`config.mk`:
```
export PLATFORM = sky130hd
export DESIGN_NAME = revers_cnt_bcd_ndigit
export DESIGN_NICKNAME = d
export VERILOG_FILES = /design/src/rtl/bcd_pkg.sv /design/src/rtl/bcd_digit.sv /design/src/rtl/revers_cnt_bcd_ndigit.sv
export SDC_FILE = /design/constraint.sdc
export NUM_CORES = 1
export LEC_CHECK = 0
export CORE_MARGIN = 2
export CORE_UTILIZATION = 55
export CTS_CLUSTER_SIZE = 14
export DETAILED_ROUTE_END_ITERATION = 8
export HOLD_SLACK_MARGIN = 0.02
export PLACE_DENSITY = 0.85
export RECOVER_POWER = 25
export SYNTH_ARGS = -nofsm -noshare
export SYNTH_HDL_FRONTEND = slang
export SYNTH_SLANG_ARGS = --single-unit
```
`constraint.sdc`:
```
create_clock -name clk -period 3.75 [get_ports clk]
set_input_delay 0.5625 -clock clk [delete_from_list [all_inputs] [get_ports clk]]
set_output_delay 0.5625 -clock clk [all_outputs]
set_load 0.02 [all_outputs]
```
`src/rtl/bcd_pkg.sv`:
```
// Shared BCD constants and helpers for the reversible multi-digit counter.
package bcd_pkg;

    localparam logic [3:0] DIGIT_MAX  = 4'd9;
    localparam logic [3:0] DIGIT_MIN  = 4'd0;

    localparam logic       UP         = 1'b0;
    localparam logic       DOWN       = 1'b1;

    // Helpers operate on a 32-bit carrier so one function serves every DIGITS.
    localparam int         MAX_DIGITS = 8;

    // True when the low 'digits' nibbles of v are all in 0..9.
    function automatic logic is_bcd(input logic [31:0] v, input int digits);
        logic ok;
        ok = 1'b1;
        for (int i = 0; i < MAX_DIGITS; i++) begin
            if (i < digits && v[4*i +: 4] > DIGIT_MAX) begin
                ok = 1'b0;
            end
        end
        return ok;
    endfunction

    // a <= b, comparing digit by digit from the most significant one.
    function automatic logic bcd_le(input logic [31:0] a, input logic [31:0] b,
                                    input int digits);
        logic le;
        logic decided;
        le      = 1'b1;
        decided = 1'b0;
        for (int i = MAX_DIGITS - 1; i >= 0; i--) begin
            if (i < digits && !decided && a[4*i +: 4] != b[4*i +: 4]) begin
                le      = (a[4*i +: 4] < b[4*i +: 4]);
                decided = 1'b1;
            end
        end
        return le;
    endfunction

endpackage

```
`src/rtl/bcd_digit.sv`:
```
// One BCD nibble cell: increments or decrements when its carry/borrow input
// is set, and reports rollover to the next more significant digit.
module bcd_digit
    import bcd_pkg::*;
(
    input  logic       i_cin,
    input  logic       i_dir,
    input  logic [3:0] i_val,
    output logic [3:0] o_next,
    output logic       o_cout
);

    // Single-digit step with 9->0 carry (up) and 0->9 borrow (down).
    always_comb begin
        o_next = i_val;
        o_cout = 1'b0;
        if (i_cin) begin
            if (i_dir == UP) begin
                if (i_val >= DIGIT_MAX) begin
                    o_next = DIGIT_MIN;
                    o_cout = 1'b1;
                end else begin
                    o_next = i_val + 4'd1;
                end
            end else begin
                if (i_val == DIGIT_MIN) begin
                    o_next = DIGIT_MAX;
                    o_cout = 1'b1;
                end else begin
                    o_next = i_val - 4'd1;
                end
            end
        end
    end

endmodule

```
`src/rtl/revers_cnt_bcd_ndigit.sv`:
```
// Multi-digit reversible BCD counter with programmable upper bound, parallel
// load with validation, wrap/saturate mode, carry/borrow pulse and sticky
// load-error flag. Priority at every edge: res > load > en.
module revers_cnt_bcd_ndigit
    import bcd_pkg::*;
#(
    parameter int                  DIGITS   = 4,
    parameter logic [4*DIGITS-1:0] MAX_BCD  = {DIGITS{4'h9}},
    parameter bit                  SATURATE = 1'b0
)(
    input  logic                clk,
    input  logic                res,
    input  logic                en,
    input  logic                revers,
    input  logic                load,
    input  logic [4*DIGITS-1:0] data,
    output logic [4*DIGITS-1:0] Q,
    output logic                co,
    output logic                err
);

    localparam int W = 4 * DIGITS;

    // Reject illegal configurations at elaboration.
    if (DIGITS < 1 || DIGITS > MAX_DIGITS) begin : g_bad_digits
        $error("revers_cnt_bcd_ndigit: DIGITS must be 1..8");
    end
    if (!is_bcd(32'(MAX_BCD), DIGITS)) begin : g_bad_max
        $error("revers_cnt_bcd_ndigit: MAX_BCD is not a valid BCD value");
    end

    logic [W-1:0]    r_q;
    logic            r_co;
    logic            r_err;

    logic [DIGITS:0] w_chain;
    logic [W-1:0]    w_step;
    logic            w_at_bound;
    logic            w_load_ok;
    logic [W-1:0]    w_q_nxt;
    logic            w_co_nxt;
    logic            w_err_nxt;

    // The least significant digit always steps; higher digits step on ripple.
    assign w_chain[0] = 1'b1;

    for (genvar g = 0; g < DIGITS; g++) begin : g_digit
        bcd_digit u_digit (
            .i_cin  (w_chain[g]),
            .i_dir  (revers),
            .i_val  (r_q[4*g +: 4]),
            .o_next (w_step[4*g +: 4]),
            .o_cout (w_chain[g+1])
        );
    end

    // Counting down, a borrow out of the top digit means every digit was 0.
    // Counting up, the bound is MAX_BCD rather than all nines.
    assign w_at_bound = (revers == DOWN) ? w_chain[DIGITS] : (r_q == MAX_BCD);

    assign w_load_ok  = is_bcd(32'(data), DIGITS) &&
                        bcd_le(32'(data), 32'(MAX_BCD), DIGITS);

    // Load/count priority mux. co is a one-cycle pulse, so it drops whenever
    // no bound event happens, including idle cycles.
    always_comb begin
        w_q_nxt   = r_q;
        w_co_nxt  = 1'b0;
        w_err_nxt = r_err;
        if (load) begin
            if (w_load_ok) begin
                w_q_nxt   = data;
                w_err_nxt = 1'b0;
            end else begin
                w_err_nxt = 1'b1;
            end
        end else if (en) begin
            if (w_at_bound) begin
                w_co_nxt = 1'b1;
                if (!SATURATE) begin
                    w_q_nxt = (revers == DOWN) ? MAX_BCD : '0;
                end
            end else begin
                w_q_nxt = w_step;
            end
        end
    end

    // State registers with synchronous reset taking precedence over all else.
    always_ff @(posedge clk) begin
        if (res) begin
            r_q   <= '0;
            r_co  <= 1'b0;
            r_err <= 1'b0;
        end else begin
            r_q   <= w_q_nxt;
            r_co  <= w_co_nxt;
            r_err <= w_err_nxt;
        end
    end

    assign Q   = r_q;
    assign co  = r_co;
    assign err = r_err;

endmodule

```
# After elaboration in Yosys (flattened, before gate mapping)
# Index checks and enable logic that the tools add are counted.
# totals
in_bits	21
output_inout_bits	18
elab_cells	100
reg_bits	18
# classes
bitwise_logic	1
n_mux	47
magnitude_cmp	12
n_eq_ne	6
n_addsub	8
reduce_logical	20
# ops
op	count
$mux 16	5
$mux 4	15
$mux 1	27
$add 4x1->4 const B	4
$eq 16x16->1 const B	1
$ge 4x4->1 const B	4
$gt 4x4->1 const B	4
$logic_not 4->1	4
$lt 4x4->1 const B	4
$ne 4x4->1 const B	4
$sub 4x1->4 const B	4
$reduce_and 3->1	3
$reduce_bool 3->1	3
$logic_and 1x1->1	4
$logic_not 1->1	3
$reduce_or 3->1	1
$ne 2x1->1 const B	1
$reduce_and 2->1	1
$reduce_bool 2->1	1
$not 1->1	1

# Logic depth before layout (Yosys ltp)
# Gate-level depths: netlist (run 1).
# logic_depth
ltp_word	14
depth_mapped	8

# By module
# From an unflattened synthesis (run 1), not the netlist that was laid out.
# hier_totals
cells_unflattened	308
area_unflattened_um2	2488.6
# by_module_without_submodules
module	area_each_um2	cells_each	seq_area_each_um2	n_inst
revers_cnt_bcd_ndigit	1247.4	132	360.3	1
bcd_digit	310.3	44	0.0	4

# Worst setup path before layout (run 1)
# No wires, ideal clock.
# synth_timing
path_kind	register to register
startpoint	register r_q[0] (netlist: Q[0])
endpoint	register r_q[12] (netlist: Q[12])
arrival_time_ns	2.070
path_stages_with_launch	8
setup_slack_ns	1.563
setup_time_ns	0.116
cell_sequence	dfxtp_1 inv_1 ha_1 nor3b_2 o22ai_1 a311oi_2 or2_4 a31o_2
# synth_between
elab_chain_len	10
word_cells_on_any_way	15
# synth_rtl
element	line_no	rtl
from (decl)	revers_cnt_bcd_ndigit.sv:32	logic [W-1:0] r_q;
from (signal assigned)	revers_cnt_bcd_ndigit.sv:96	r_q <= w_q_nxt;
$ge 4x4->1 / $logic_not 4->1 (equally long branches)	bcd_digit.sv:19, bcd_digit.sv:26	
$mux 1, on equally long branches	bcd_digit.sv:19, bcd_digit.sv:26	
$mux 1	bcd_digit.sv:18	if (i_dir == UP) begin
$mux 1 (3 in series)	bcd_digit.sv:17	if (i_cin) begin
$mux 1	revers_cnt_bcd_ndigit.sv:59	assign w_at_bound = (revers == DOWN) ? w_chain[DIGITS] : (r_q == MAX_BCD);
$mux 16	revers_cnt_bcd_ndigit.sv:78	if (w_at_bound) begin
$mux 16	revers_cnt_bcd_ndigit.sv:77	end else if (en) begin
$mux 16	revers_cnt_bcd_ndigit.sv:70	if (load) begin
# Parallel ways exist; a longest one is shown, timed or not. The select of a mux whose other input is x is not followed.
# A chain may end at the register's enable or synchronous reset.

# Final worst setup path (run 1)
# layout_timing
startpoint	input data[10]
endpoint	register r_q[4] (netlist: Q[4])
# layout_between
elab_chain_len	12
word_cells_on_any_way	18
# layout_rtl
element	line_no	rtl
from (decl)	revers_cnt_bcd_ndigit.sv:16	input logic [4*DIGITS-1:0] data,
$ne 4x4->1	bcd_pkg.sv:33	if (i < digits && !decided && a[4*i +: 4] != b[4*i +: 4]) begin
$logic_and 1x1->1	bcd_pkg.sv:33	
$mux 1	bcd_pkg.sv:33	
$logic_not 1->1	bcd_pkg.sv:33	
$logic_and 1x1->1	bcd_pkg.sv:33	
$mux 1	bcd_pkg.sv:33	
$logic_not 1->1	bcd_pkg.sv:33	
$logic_and 1x1->1	bcd_pkg.sv:33	
$mux 1	bcd_pkg.sv:33	
$logic_and 1x1->1 *	revers_cnt_bcd_ndigit.sv:61	assign w_load_ok = is_bcd(32'(data), DIGITS) &&
$ne 2x1->1 (no line) *	n/a	
$reduce_and 3->1 (no line) *	n/a	
# Every way passes the cells marked *; elsewhere a longest branch is shown, timed or not.

==> results by group, run 1 <==
STA
  – Tightest Pin Transition: 0.781 ns
  – Unrepaired setup endpoints after global routing: no
  – Worst Skew: 0.00625 ns
  – Final worst path period share: 68.1%
  – Setup_tns: 0 ns
  – WHS: 0.567 ns
  – Fmax: 392 MHz
  – Final Hold Viols: 0
  – Final-report setup violation count: 0
  – Worst slew margin: 47.4%
  – Max-slew violations: 0
  – Minimum clock period after layout: 2.55 ns

Synthesis
  – Synth Register Bits: 18
  – Post-synthesis cell count: 243
  – Cell variety after synth: 61
  – EDFF count, synth: 0
  – Post-synth ARST share: 0%
  – Mapped cell area: 1870 um2
  – Synthesized net count: 277
  – Average size of a mapped cell: 7.68 um2
  – Seq/Total Area, Yosys: 19.3%
  – Synth Warn #: 0
  – Ys flop type: dfxtp_1

Clocking
  – CTS tree: built
  – CTS Buf Count: 3
  – # H-tree levels: 1
  – CTS root buf: clkbuf_4
  – Skew-Pair Late Insertion Delay: 0.29 ns
  – Clock buffer depth: 2
  – CTS hold repair buffers: 0
  – Clock Sinks: 18
  – Clock Pin Slew Worst Setup and Hold Paths: 0.11 ns
  – Post-CTS sizing: 0
  – Post-CTS Setup Inserts: 0

Detailed routing
  – Total number of vias: 2,068
  – Vias per cell: 6.50
  – Drt pass-1 iters: 4
  – Drt first-iter violations: 189
  – Post-DRT Antenna Nets: 0
  – Remaining DRCs: 0
  – Wire length per cell: 16.6 um
  – Total wire length: 5280 um

Setup path
  – Critical path class: in -> reg
  – Crit path buffers/inverters: 2
  – CP max stage cell: o21ai_0
  – Most used cell, CP: o21ai_0
  – Cell family with most CP delay: compound AO/OA/AOI/OAI gates
  – Crit path arrival time: 2.76 ns
  – Critical path peak fanout: 8
  – Critical Path Sink Type: flip-flop
  – Type of origin of the critical path: input port
  – CP Data Required Time: 3.96 ns
  – Critical path's largest stage delay: 0.67 ns
  – Cells along the critical path: dlygate4sd3_1, o21ai_0, nand3_1, o21ai_0, buf_4, o2111ai_1, o32ai_1

Global routing
  – Largest net degree at the start of global routing: 38
  – GRT Overall Usage: 27.2%
  – Vias in the first global route: 1,850
  – GRT overflow: 0
  – First-pass GRT wire length: 8910 um
  – Initial antenna violation count: 0

Outcome
  – Outcome: finished clean

Layout
  – Fin nets: 308
  – Layout cell share with drive strength beyond 1: 8.09%
  – Commonest non-fill, non-tap cell in the layout: clkdlybuf4s50_1
  – Area Overhead vs Synth: 22.5%
  – Diodes inserted: 0
  – Commonest cells after routing, fill and taps aside: 29 x clkdlybuf4s50_1, 21 x nor2_1, 19 x o21ai_0, 18 x dfxtp_1, 17 x inv_1
  – FILL cells: 306
  – Post-layout util: 69.1%

Power and ir drop
  – Tot Pwr: 608 uW
  – Cell area power density: 266 nW/um2
  – Leakage dissipation: 0.000814 uW
  – Peak ir drop on the vdd network: 0.116 mV

Place
  – Detailed-placement wirelength estimate: 3810 um
  – RD Place Congestion: 0.929
  – I/O Buffers: 38

Floorplanning
  – Die Wd: 62.3 um
  – Row count: 21
  – I/O pins: 39
  – Initial core utilization: 56.4%
  – Die Y: 62.3 um
  – Core area: 3310 um2
  – Die Footprint: 3880 um2

Worst hold path
  – HP Class: reg -> reg

Run
  – Max Cap Viol: 0
metal layers:
layer  routed length [um]  GRT usage [%]  vias to the layer above  share of wire (%)
met5                    0              0                        -                  0
met4                   70           8.33                        0                1.3
met3                  382           4.53                        8                7.2
met2                 2410           41.8                       91                 46
met1                 2420           39.1                      957                 46
li1                     -              -                     1012                  -
worst paths after layout:
path | startpoint | to | slack (ns) | cells after the start
setup / recovery | data[10] | Q[4] | 1.20 | 7
setup reg to reg | Q[4] | Q[9] | 1.28 | 7
hold reg to reg | err | err | 0.57 | 1
hold / removal | err | err | 0.57 | 1
kinds of logic (layout without fill, tap and decap cells):
kind of cell               count (synthesis)  in the layout  synth area share (%)
AOI/OAI and AO/OA                        103            103                  39.8
muxes                                      1              1                 0.536
adders and majority gates                 13             13                  8.71
buffers and inverters                     35             64                  7.77
DFF                                       18             18                  19.3
and+or+nand+nor                           73             73                  23.9
flip-flops by register name, indices dropped and copies added, names as in the netlist:
register	count
err	1
co	1
Q	16
metrics by stage:
stage | instances | instance area [um2] | setup slack [ns]
finish | 318 | 2290 | 1.20
global route | 318 | 2290 | 0.984
CTS | 318 | 2290 | 1.24
detailed placement | 315 | 2260 | 0.919
global placement | 315 | 2260 | 1.01
floorplan | 243 | 1870 | 1.56
layout make-up:
class	count	area [um2]	area share [%]
inverters	18	67.6	2.95
flip-flops and latches	18	360	15.8
clock buffers	3	22.5	0.985
repair buffers	43	418	18.3
well taps	46	57.6	2.52
multi-input cells	190	1360	59.5
cells in the mapped netlist (4+ instances only):
library cell  number  area [um2]
a21oi_1           14        70.1
nand3b_1           4        30.0
nor3_1             5        25.0
clkbuf_1          12        45.0
nor2_1            21        78.8
nand3_1            4        20.0
o21ai_0           19        95.1
dfxtp_1           18         360
o31ai_1            4        30.0
a211oi_1          10        75.1
ha_1              13         163
nand2_1            6        22.5
o211ai_1           9        67.6
nor2b_1            4        25.0
o2111ai_1          5        43.8
a32oi_1            4        35.0
o221ai_1           4        35.0
nand4_1            4        25.0
nand2b_1           4        25.0
o32ai_1            5        43.8
inv_1             17        63.8
power breakdown:
part,switching (uW),internal (uW)
Clock,62.9,37.3
Combinational,148,124
Sequential,30.5,205
Total,242,366
(Power assumes the default switching activity.)
==> run 2, diff against run 1 <==
- CORE_UTILIZATION: 55 -> 52
- PLACE_DENSITY: 0.85 -> 0.81
- clock period: 3.75 -> 2.5 ns (I/O delays scaled with it)
==> run 2 against run 1 <==
  * Worst hold slack lost 0.023 ns
  * Global-route usage rose by 0.19 points
  * Clock skew is 0.0047 ns lower
  * Setup slack worse by 0.96 ns
  * Flip-flop and latch count unchanged
  * Clock-buffer cell count is 1 higher
  * Cell count grew 6.0%
  * Power increased by 62%
  * Final area increased by 7.3%
  * Critical endpoint is now Q[11]
  * Largest cell class unchanged
  * Largest power group unchanged
==> results by group, run 2 (same netlist as run 1, synthesis figures left out) <==
Clocking
  – Clock buffer depth: 2
  – Skew-Pair Late Insertion Delay: 0.30 ns
  – CTS tree: built
  – # H-tree levels: 1
  – CTS root buf: clkbuf_4
  – CTS Buf Count: 3
  – Clock Sinks: 18
  – Clock Pin Slew Worst Setup and Hold Paths: 0.11 ns
  – Post-CTS Setup Inserts: 0

Setup path
  – Cell family with most CP delay: compound AO/OA/AOI/OAI gates
  – Critical Path Sink Type: flip-flop
  – CP Data Required Time: 2.71 ns
  – Cells along the critical path: inv_1, ha_1, nor3b_1, o22ai_1, a211o_1, and2_1, o32ai_1
  – CP max stage cell: a211o_1
  – Crit path buffers/inverters: 1
  – Crit path arrival time: 2.47 ns
  – Critical path class: reg -> reg
  – Type of origin of the critical path: flip-flop
  – Critical path's largest stage delay: 0.42 ns
  – Critical path peak fanout: 6

Layout
  – Fin nets: 326
  – Commonest non-fill, non-tap cell in the layout: clkdlybuf4s50_1
  – Commonest cells after routing, fill and taps aside: 29 x clkdlybuf4s50_1, 22 x buf_4, 21 x nor2_1, 19 x o21ai_0, 18 x dfxtp_1
  – Max FFs per register: 16
  – Area Overhead vs Synth: 31.5%
  – Layout cell share with drive strength beyond 1: 14.4%
  – Finished Cell Area: 2450 um2
  – Diodes inserted: 0

Global routing
  – Largest net degree at the start of global routing: 19
  – Initial antenna violation count: 0
  – GRT overflow: 0
  – Vias in the first global route: 2,021
  – GRT Overall Usage: 27.4%
  – First-pass GRT wire length: 9290 um

STA
  – Tightest Pin Transition: 0.468 ns
  – Minimum clock period after layout: 2.26 ns
  – Setup slack after layout: 0.237 ns
  – WHS: 0.544 ns
  – Final Hold Viols: 0
  – Fmax: 442 MHz
  – Unrepaired setup endpoints after global routing: no
  – Setup_tns: 0 ns
  – Final-report setup violation count: 0
  – Max-slew violations: 0
  – Final worst path period share: 90.5%
  – Worst Skew: 0.00158 ns
  – Worst slew margin: 68.3%

Power and ir drop
  – Peak ir drop on the vdd network: 0.460 mV
  – Sw frac: 38.0%
  – Seq pwr share: 34.6%
  – Tot Pwr: 987 uW
  – Leakage dissipation: 0.000918 uW
  – P_int: 612 uW
  – Psw: 375 uW
  – Clk network pwr share: 18.9%
  – Combinational power share: 46.5%
  – Cell area power density: 402 nW/um2

Place
  – Placed Area: 2410 um2
  – I/O Buffers: 38
  – Detailed-placement wirelength estimate: 4040 um
  – RD Place Congestion: 0.940
  – Place WS: 0.00864 ns

Floorplanning
  – Row count: 21
  – Die Footprint: 4090 um2
  – Die Wd: 63.9 um
  – Die Y: 63.9 um
  – Core area: 3390 um2
  – I/O pins: 39
  – Initial core utilization: 55.1%

Detailed routing
  – Drt first-iter violations: 251
  – Total number of vias: 2,188
  – Post-DRT Antenna Nets: 0
  – Vias per cell: 6.49
  – Total wire length: 5440 um
  – Remaining DRCs: 0
  – Drt pass-1 iters: 5
  – Wire length per cell: 16.1 um

Worst hold path
  – HP Class: reg -> reg

Run
  – Max Cap Viol: 0

Outcome
  – Outcome: finished clean
-- run 2: changes by cell type in the layout (fill, tap and decap cells not counted), sizes merged --
| cell | before | now |
|---|---|---|
| buf | 5 | 23 |
| clkbuf | 3 | 4 |
-- run 2: metrics by stage --
| stage | cells | util [%] |
|---|---|---|
| after floorplan | 243 | - |
| after detailed placement | 333 | 71.2 |
| after global routing | 337 | 72.4 |
| final | 337 | 72.4 |
| after global placement | 333 | 71.2 |
| after CTS | 337 | 72.2 |
-- run 2: final cells by class --
class | count | area, um2
Tap cell | 46 | 57.6
Multi-Input combinational cell | 190 | 1370
Clock buffer | 4 | 36.3
Inverter | 18 | 67.6
Timing Repair Buffer | 61 | 566
Fill cell | 284 | 935
Sequential cell | 18 | 360
-- run 2: what timing repair did --
item	CTS	global route
hold buffers	0	0
resized for setup	0	1
setup endpoints to repair	0	11
hold endpoints to repair	0	0
-- run 2: layer usage --
metal	wire, um	vias up	track usage [%]
met5	0	-	0
met4	31	0	5.16
met3	454	6	5.28
met2	2440	111	43.4
met1	2510	1027	38.8
li1	-	1044	-
-- run 2: power by group through the flow --
stage	Clock, uW	Combinational, uW	Sequential (uW)
finish	186	459	341
global route	196	504	345
CTS	186	456	340
detailed placement	0	453	346
global placement	0	451	346
floorplan	0	265	362
-- run 2: final timing paths --
path | start | to | slack (ns) | depth (start not counted)
max | Q[5] | Q[11] | 0.24 | 7
min | err | err | 0.54 | 1
max reg2reg | Q[5] | Q[11] | 0.24 | 7
min reg2reg | err | err | 0.54 | 1
